<file path="src/rtl/long_op_scheduler.sv">
`default_nettype none
// ============================================================================
// Module  : long_op_scheduler
// Purpose : Sequences the multi-cycle MUL/DIV unit, owns the shared RF port
//           during its write slot and raises the ID-stage scoreboard hazard.
// Rev     : 1.0
// ============================================================================
module long_op_scheduler #(
  parameter int MUL_LATENCY  = 4,
  parameter int DIV_LATENCY  = 33,
  parameter int STARVE_LIMIT = 3
) (
  input  logic        clk_i,
  input  logic        rst_i,
  input  logic        issue_valid_i,
  input  logic [2:0]  issue_funct3_i,
  input  logic [4:0]  issue_rd_i,
  output logic        unit_start_o,
  input  logic [31:0] unit_result_i,
  input  logic        pipe_wb_en_i,
  input  logic [4:0]  pipe_wb_rd_i,
  input  logic [31:0] pipe_wb_data_i,
  input  logic [4:0]  id_rs1_i,
  input  logic [4:0]  id_rs2_i,
  input  logic [4:0]  id_rd_i,
  output logic        rf_we_o,
  output logic [4:0]  rf_rd_o,
  output logic [31:0] rf_wdata_o,
  output logic        busy_o,
  output logic        hazard_o,
  output logic        wb_stall_o,
  output logic        long_done_o
);

  localparam logic [1:0] c_IDLE  = 2'd0;
  localparam logic [1:0] c_START = 2'd1;
  localparam logic [1:0] c_RUN   = 2'd2;
  localparam logic [1:0] c_PEND  = 2'd3;

  localparam int c_MAXLAT = (DIV_LATENCY > MUL_LATENCY) ? DIV_LATENCY : MUL_LATENCY;
  localparam int c_CW     = $clog2(c_MAXLAT + 1);
  localparam int c_SW     = (STARVE_LIMIT > 0) ? $clog2(STARVE_LIMIT + 1) : 1;

  localparam logic [c_CW-1:0] c_MUL_LOAD   = c_CW'(MUL_LATENCY - 1);
  localparam logic [c_CW-1:0] c_DIV_LOAD   = c_CW'(DIV_LATENCY - 1);
  localparam logic [c_SW-1:0] c_STARVE_MAX = c_SW'(STARVE_LIMIT);

  logic [1:0]      r_state;
  logic [1:0]      w_next_state;
  logic [c_CW-1:0] r_count;
  logic            r_is_div;
  logic [4:0]      r_rd;
  logic [31:0]     r_hold;
  logic [c_SW-1:0] r_starve;
  logic            w_long_win;
  logic            w_busy;
  logic            w_unused;

  // Only funct3[2] distinguishes MUL from DIV/REM latency.
  assign w_unused = ^issue_funct3_i[1:0];

  assign w_busy     = (r_state != c_IDLE);
  assign w_long_win = (r_state == c_PEND) &&
                      (!pipe_wb_en_i || (r_starve == c_STARVE_MAX));

  always_ff @(posedge clk_i) begin
    if (rst_i) begin
      r_state <= c_IDLE;
    end else begin
      r_state <= w_next_state;
    end
  end

  always_comb begin
    w_next_state = r_state;
    case (r_state)
      c_IDLE:  if (issue_valid_i) w_next_state = c_START;
      c_START: w_next_state = c_RUN;
      c_RUN:   if (r_count == '0) w_next_state = c_PEND;
      c_PEND:  if (w_long_win) w_next_state = c_IDLE;
      default: w_next_state = c_IDLE;
    endcase
  end

  always_ff @(posedge clk_i) begin
    if (rst_i) begin
      r_count  <= '0;
      r_is_div <= 1'b0;
      r_rd     <= '0;
      r_hold   <= '0;
      r_starve <= '0;
    end else begin
      case (r_state)
        c_IDLE: begin
          if (issue_valid_i) begin
            r_rd     <= issue_rd_i;
            r_is_div <= issue_funct3_i[2];
          end
        end
        c_START: r_count <= r_is_div ? c_DIV_LOAD : c_MUL_LOAD;
        c_RUN: begin
          if (r_count == '0) begin
            r_hold <= unit_result_i;
          end else begin
            r_count <= r_count - 1'b1;
          end
        end
        c_PEND: begin
          // Losing a PEND cycle to MEM/WB is the only way to stay in PEND.
          if (w_long_win) begin
            r_starve <= '0;
          end else begin
            r_starve <= r_starve + 1'b1;
          end
        end
        default: r_starve <= '0;
      endcase
    end
  end

  always_comb begin
    unit_start_o = (r_state == c_START);
    busy_o       = w_busy;
    hazard_o     = w_busy && (r_rd != 5'd0) &&
                   ((r_rd == id_rs1_i) || (r_rd == id_rs2_i) || (r_rd == id_rd_i));
    rf_we_o      = pipe_wb_en_i;
    rf_rd_o      = pipe_wb_rd_i;
    rf_wdata_o   = pipe_wb_data_i;
    wb_stall_o   = 1'b0;
    long_done_o  = 1'b0;
    if (w_long_win) begin
      rf_we_o     = (r_rd != 5'd0);
      rf_rd_o     = r_rd;
      rf_wdata_o  = r_hold;
      wb_stall_o  = pipe_wb_en_i;
      long_done_o = 1'b1;
    end
  end

endmodule
`default_nettype wire

</file>
<file path="config.mk">
export PLATFORM = sky130hd
export DESIGN_NAME = long_op_scheduler
export DESIGN_NICKNAME = d
export VERILOG_FILES = /design/src/rtl/long_op_scheduler.sv
export SDC_FILE = /design/constraint.sdc
export NUM_CORES = 1
export LEC_CHECK = 0
export ABC_CLOCK_PERIOD_IN_PS = 2310
export CORE_AREA = 2 2 81 83
export CTS_BUF_LIST = sky130_fd_sc_hd__clkbuf_2
export DETAILED_ROUTE_END_ITERATION = 6
export DIE_AREA = 0 0 83 85
export GPL_ROUTABILITY_DRIVEN = 0
export HOLD_SLACK_MARGIN = 0.12
export PLACE_DENSITY = 0.93
export SLEW_MARGIN = 5
export SYNTH_ARGS = -nofsm -noshare
export SYNTH_HDL_FRONTEND = slang
export SYNTH_SLANG_ARGS = --single-unit
</file>
<file path="constraint.sdc">
create_clock -name clk_i -period 2.31 [get_ports clk_i]
set_input_delay 0.231 -clock clk_i [delete_from_list [all_inputs] [get_ports clk_i]]
set_output_delay 0.231 -clock clk_i [all_outputs]
set_load 0.01 [all_outputs]
</file>
* Word level (Yosys, flattened, before mapping) *
Index checks and enable logic that the tools add are counted.

cells by class
  reductions and logical operators = 16
  muxes and demuxes = 13
  divide/modulo/power cells = 0
  equality and inequality tests = 11
  shifts and indexed selects = 0
  add/subtract/negate cells = 2
  magnitude comparators = 0
  $mul = 0
  bitwise operators = 0

operators by type and width
  cell                                                                    number
  32-bit 2-to-1 mux                                                       1
  5-bit equality test                                                     3
  6-bit 2-to-1 mux                                                        2
  6-bit one-hot mux with 2 select lines                                   1
  2-bit 2-to-1 mux                                                        4
  2-bit inequality test (second input constant)                           4
  2-bit one-hot mux with 4 select lines                                   1
  2-bit equality test (second input constant)                             3
  6-bit zero test                                                         1
  2-bit AND reduction                                                     3
  6-bit by 1-bit subtractor with 6-bit output (second input constant)     1
  5-bit 2-to-1 mux                                                        1
  5-bit nonzero test                                                      1
  2-bit nonzero test                                                      2
  1-bit logical AND                                                       3
  1-bit logical OR                                                        3
  1-bit 2-to-1 mux                                                        3
  3-bit AND reduction                                                     1
  2-bit by 1-bit adder with 2-bit output (second input constant)          1
  2-bit by 1-bit equality test with 1-bit output (second input constant)  1
  2-bit zero test                                                         1
  1-bit zero test                                                         1

storage, ports and cells
  ROM bits = 0
  bits in registers = 48
  bits of input ports = 96
  memory bits (writable) = 0
  word-level logic and storage cells = 48
  memories = 0
  bits in latches = 0
  output and inout bits = 43

* Depth between registers and ports, before layout *
  word-level depth = 5
  depth in mapped cells = 8

* Worst setup path after synthesis *
Ideal clock, no wire load.

  kind = register to output
  start = register r_starve[0]
  end = output rf_wdata_o[16]
  arrival time = 1.465 ns
  cell stages (with the launch flop) = 7
  setup slack = 0.614 ns
  path buffers = 2
  required time = 2.079 ns
  path through = dfxtp_1 ha_1 nor2b_2 nand2b_1 buf_4 buf_6 mux2_2

between the ends
  longest elaborated chain between the ends = 4

RTL lines
  what                    line  source
  from (decl)             54    logic [c_SW-1:0] r_starve;
  from (signal assigned)  113   r_starve <= r_starve + 1'b1;
  2-bit equality test     64    (!pipe_wb_en_i || (r_starve == c_STARVE_MAX));
  1-bit logical OR        64
  1-bit logical AND       63    assign w_long_win = (r_state == c_PEND) &&
  32-bit 2-to-1 mux       131   if (w_long_win) begin
  to (decl)               28    output logic [31:0] rf_wdata_o,

Every way passes these cells.

* Worst setup path after layout *
  start = register r_starve[1]
  end = output rf_rd_o[1]

between the ends
  longest elaborated chain between the ends = 4

RTL lines
  what                 line  source
  2-bit equality test  64
  1-bit logical OR     64
  1-bit logical AND    63
  5-bit 2-to-1 mux     131
  to (decl)            27    output logic [4:0] rf_rd_o,

Every way passes these cells.

==> results.yml <==
synthesis:
  synth_simple_gate_area_share_pct: 19.26
  synth_compound_gate_area_share_pct: 12.40
  avg_cell_area_syn_um2: 8.366
  synth-edff-count: 0
  synthesis.nets: 420
  synth_warnings: 0
  yosysTopAreaCell: "sky130_fd_sc_hd__dfxtp_1"
  postSynth.asyncResetShare_pct: 0
  synth_top_cell_area_share_pct: 36.35
  synth_fa_ha_area_share_pct: 3.786
  syn-instance-count: 316
  synth_seq_area_share_pct: 36.35
  ys_types: 35
  ys_seq_elements: 48
  post_synth_instance_area_um2: 2644
  multiplexer_fraction_of_the_synthesized_cell_area_pct: 16.19
  yosys_most_used_dff: "sky130_fd_sc_hd__dfxtp_1"
  synth_xor_xnor_area_share_pct: 5.963
  synth_top_family_by_area: "simple AND/OR/NAND/NOR gates"
  synth.area.top_cells: "sky130_fd_sc_hd__dfxtp_1 (36%), sky130_fd_sc_hd__mux2_2 (16%), sky130_fd_sc_hd__nand2_1 (10%)"
global_route:
  grt_pass1_wl_um: 12370
  pin_count_of_the_biggest_net_entering_global_routing: 33
  grt_pass1_vias: 2633
  total_congestion_overflow: 0
  antenna_found_initial: 0
  grtUsageTotal_pct: 21.30
worst_setup_path:
  worst_ep_arrival_ps: 2000
  crit-reg2reg-launch: "r_state[0]"
  ff2ff_setup_slack_ps: 500
  setup.worst_path.start_class: "register"
  timing.critical_path.required_ps: 2080
  crit-reg2reg-capture: "r_hold[24]"
  path_max_fanout: 9
  rr_worst_depth: 6
  worst-setup-path-type: "reg2out"
  endpoint_kind: "output pin"
floorplanning:
  fp.coreArea_um2: 6205
  starting_utilization_of_the_core_area_pct: 42.61
  std_cell_rows: 29
  num_io_pins: 139
  die_width_um: 83
  die-area_um2: 7055
  die-height_um: 85
hold_path:
  holdPathStages: 2
  tightest_hold_check_type: "in2reg"
  min_to: "r_starve[0]"
  min_from: "rst_i"
cts:
  path_clk_slew_ps: 240
  clk_root_buffer_cell: "sky130_fd_sc_hd__clkbuf_2"
  tritoncts_num_sinks: 48
  clk-insertion-delay-late_ps: 430
  postCtsHoldBufs: 0
  ctsHtreeMaxLevel: 2
  cts_made_buffers: 5
  cts_tree: "yes"
  ctsLongestPathBuffers: 2
detailed_routing:
  drt-initial-drc-count: 75
  detail_route.drc_violations: 0
  drt_pre_antenna_iters: 4
  post_drt_wl_per_cell_um: 14.65
  dr_total_vias: 2661
  via_per_inst: 5.049
  finalWirelength_um: 7721
  drtAntennaViolNets: 0
timing:
  fin_crit_sh_pct: 96.54
  max_transition_margin_pct: 67.13
  post-route-worst-setup-slack_ps: 79.90
  tightestPinTransition_ps: 493.0
  post_route_setup_tns_ps: 0
  setup_clock_skew_after_layout_ps: 8.738
  finalHoldViolCount: 0
  finalWorstPathRequiredPeriod_ps: 2230
  max_freq_ghz: 0.4484
  hold_slack_ps: 242.2
  final-max-slew-violation-count: 0
  setup_repair_after_global_routing_missed_its_margin: "yes"
  timing.final.setup_violations: 0
final_layout:
  synthToLayoutAreaGrowth_pct: 55.23
  layout-drive-gt1-share_pct: 23.56
  finalInstanceArea_um2: 4104
  layout.cells.most_common_list: "sky130_fd_sc_hd__clkdlybuf4s50_1 (95), sky130_fd_sc_hd__nand2_1 (72), sky130_fd_sc_hd__a21oi_1 (45)"
  layout_commonest_cell: "sky130_fd_sc_hd__clkdlybuf4s50_1"
  diodes_inserted: 0
  num-nets-final: 553
  fillers: 538
run:
  maxCapViolCount: 0
placed_design:
  dpl_worst_slack_ps: -18.83
  port_buffers: 136
  placement.cell_area_um2: 4050
  post-dp-hpwl_um: 5498
power:
  leakagePower_nw: 1.622
  total_power_mw: 2.951
  vdd_ir_drop_max_mv: 0.4051
  p_per_area_nw_per_um2: 718.9
status:
  status: "completed"
-- where the power goes --
part	leakage (nW)	switching (mW)	internal, mW
combinational	1.20	0.750	0.706
sequential	0.393	0.139	1.00
clock	0.0327	0.277	0.0736
total	1.62	1.17	1.78
-- sequential cells by signal, summed over array words and instances, names as in the netlist --
signal / count
r_rd: 5
r_count: 6
r_starve: 2
r_state: 2
r_is_div: 1
r_hold: 32
-- per-layer routing --
metal	vias up	GRT usage (%)	part of all wire, %
met2	98	40.62	54
li1	1327	-	-
met4	0	5.216	0.96
met3	9	4.475	5.7
met1	1227	24.19	39
met5	-	0	0
-- cells in the mapped netlist, types with 5 or more instances --
library cell and count:
sky130_fd_sc_hd__xnor2_1 6, sky130_fd_sc_hd__clkbuf_1 15, sky130_fd_sc_hd__nand2_1 72, sky130_fd_sc_hd__xor2_1 12, sky130_fd_sc_hd__dfxtp_1 48, sky130_fd_sc_hd__a21oi_1 45
sky130_fd_sc_hd__nand2b_1 5, sky130_fd_sc_hd__buf_4 6, sky130_fd_sc_hd__nor2_1 8, sky130_fd_sc_hd__mux2_2 38, sky130_fd_sc_hd__inv_1 7, sky130_fd_sc_hd__nand3_1 12
sky130_fd_sc_hd__ha_1 8, sky130_fd_sc_hd__nor3_1 7
-- how the worst max path moves through the flow --
| stage | startpoint | cells past startpoint | slack (ps) | end |
|---|---|---|---|---|
| after floorplan | r_starve[0] | 6 | 610 | rf_wdata_o[16] |
| after global placement | pipe_wb_en_i | 6 | 1 | rf_wdata_o[4] |
| after detailed placement | pipe_wb_en_i | 6 | -20 | rf_wdata_o[4] |
| after CTS | r_starve[1] | 7 | -40 | rf_wdata_o[19] |
| after global routing | r_starve[0] | 7 | -30 | rf_wdata_o[18] |
| final | r_starve[1] | 6 | 80 | rf_rd_o[1] |
-- through the flow --
step	util, %	cells
6_report	66.14	527
3_5_place_dp	65.28	512
5_1_grt	66.14	527
3_3_place_gp	65.28	512
4_1_cts	66.40	528
2_1_floorplan	-	316
-- cell type report --
cell class                      instances  area, µm²  share of cell area (%)
Inverter                                7      26.28                  0.6402
Tap cell                               77      96.34                   2.348
Clock buffer                            5      25.02                  0.6098
Clock inverter                          3      18.77                  0.4573
Sequential cell                        48      970.9                   23.66
Timing Repair Buffer                  151       1405                   34.24
Multi-Input combinational cell        236       1562                   38.05
-- timing repair --
item / 4_1_cts / 5_1_grt
endpoints found under the setup margin: 40 / 39
setup buffers: 6 / 1
gates resized for setup: 124 / 28
pin swaps: 0 / 0
gates cloned: 2 / 0
-- cells by family after synthesis --
group | Yosys count
AND/OR/NAND/NOR | 115
AO/OA/AOI/OAI | 57
flip-flops | 48
multiplexers | 38
buffers and inverters | 32
XOR/XNOR | 18
adder cells (fa/ha/maj) | 8
-- worst max-delay path, cell delays in order, from the launching register on --
cell                              delay, ps
sky130_fd_sc_hd__dfxtp_2                390
sky130_fd_sc_hd__ha_4                   170
sky130_fd_sc_hd__nor2b_4                110
sky130_fd_sc_hd__nand2b_4               180
sky130_fd_sc_hd__buf_6                  160
sky130_fd_sc_hd__mux2_2                 340
sky130_fd_sc_hd__clkdlybuf4s15_1        230
Power figures use the tool's default switching activity.
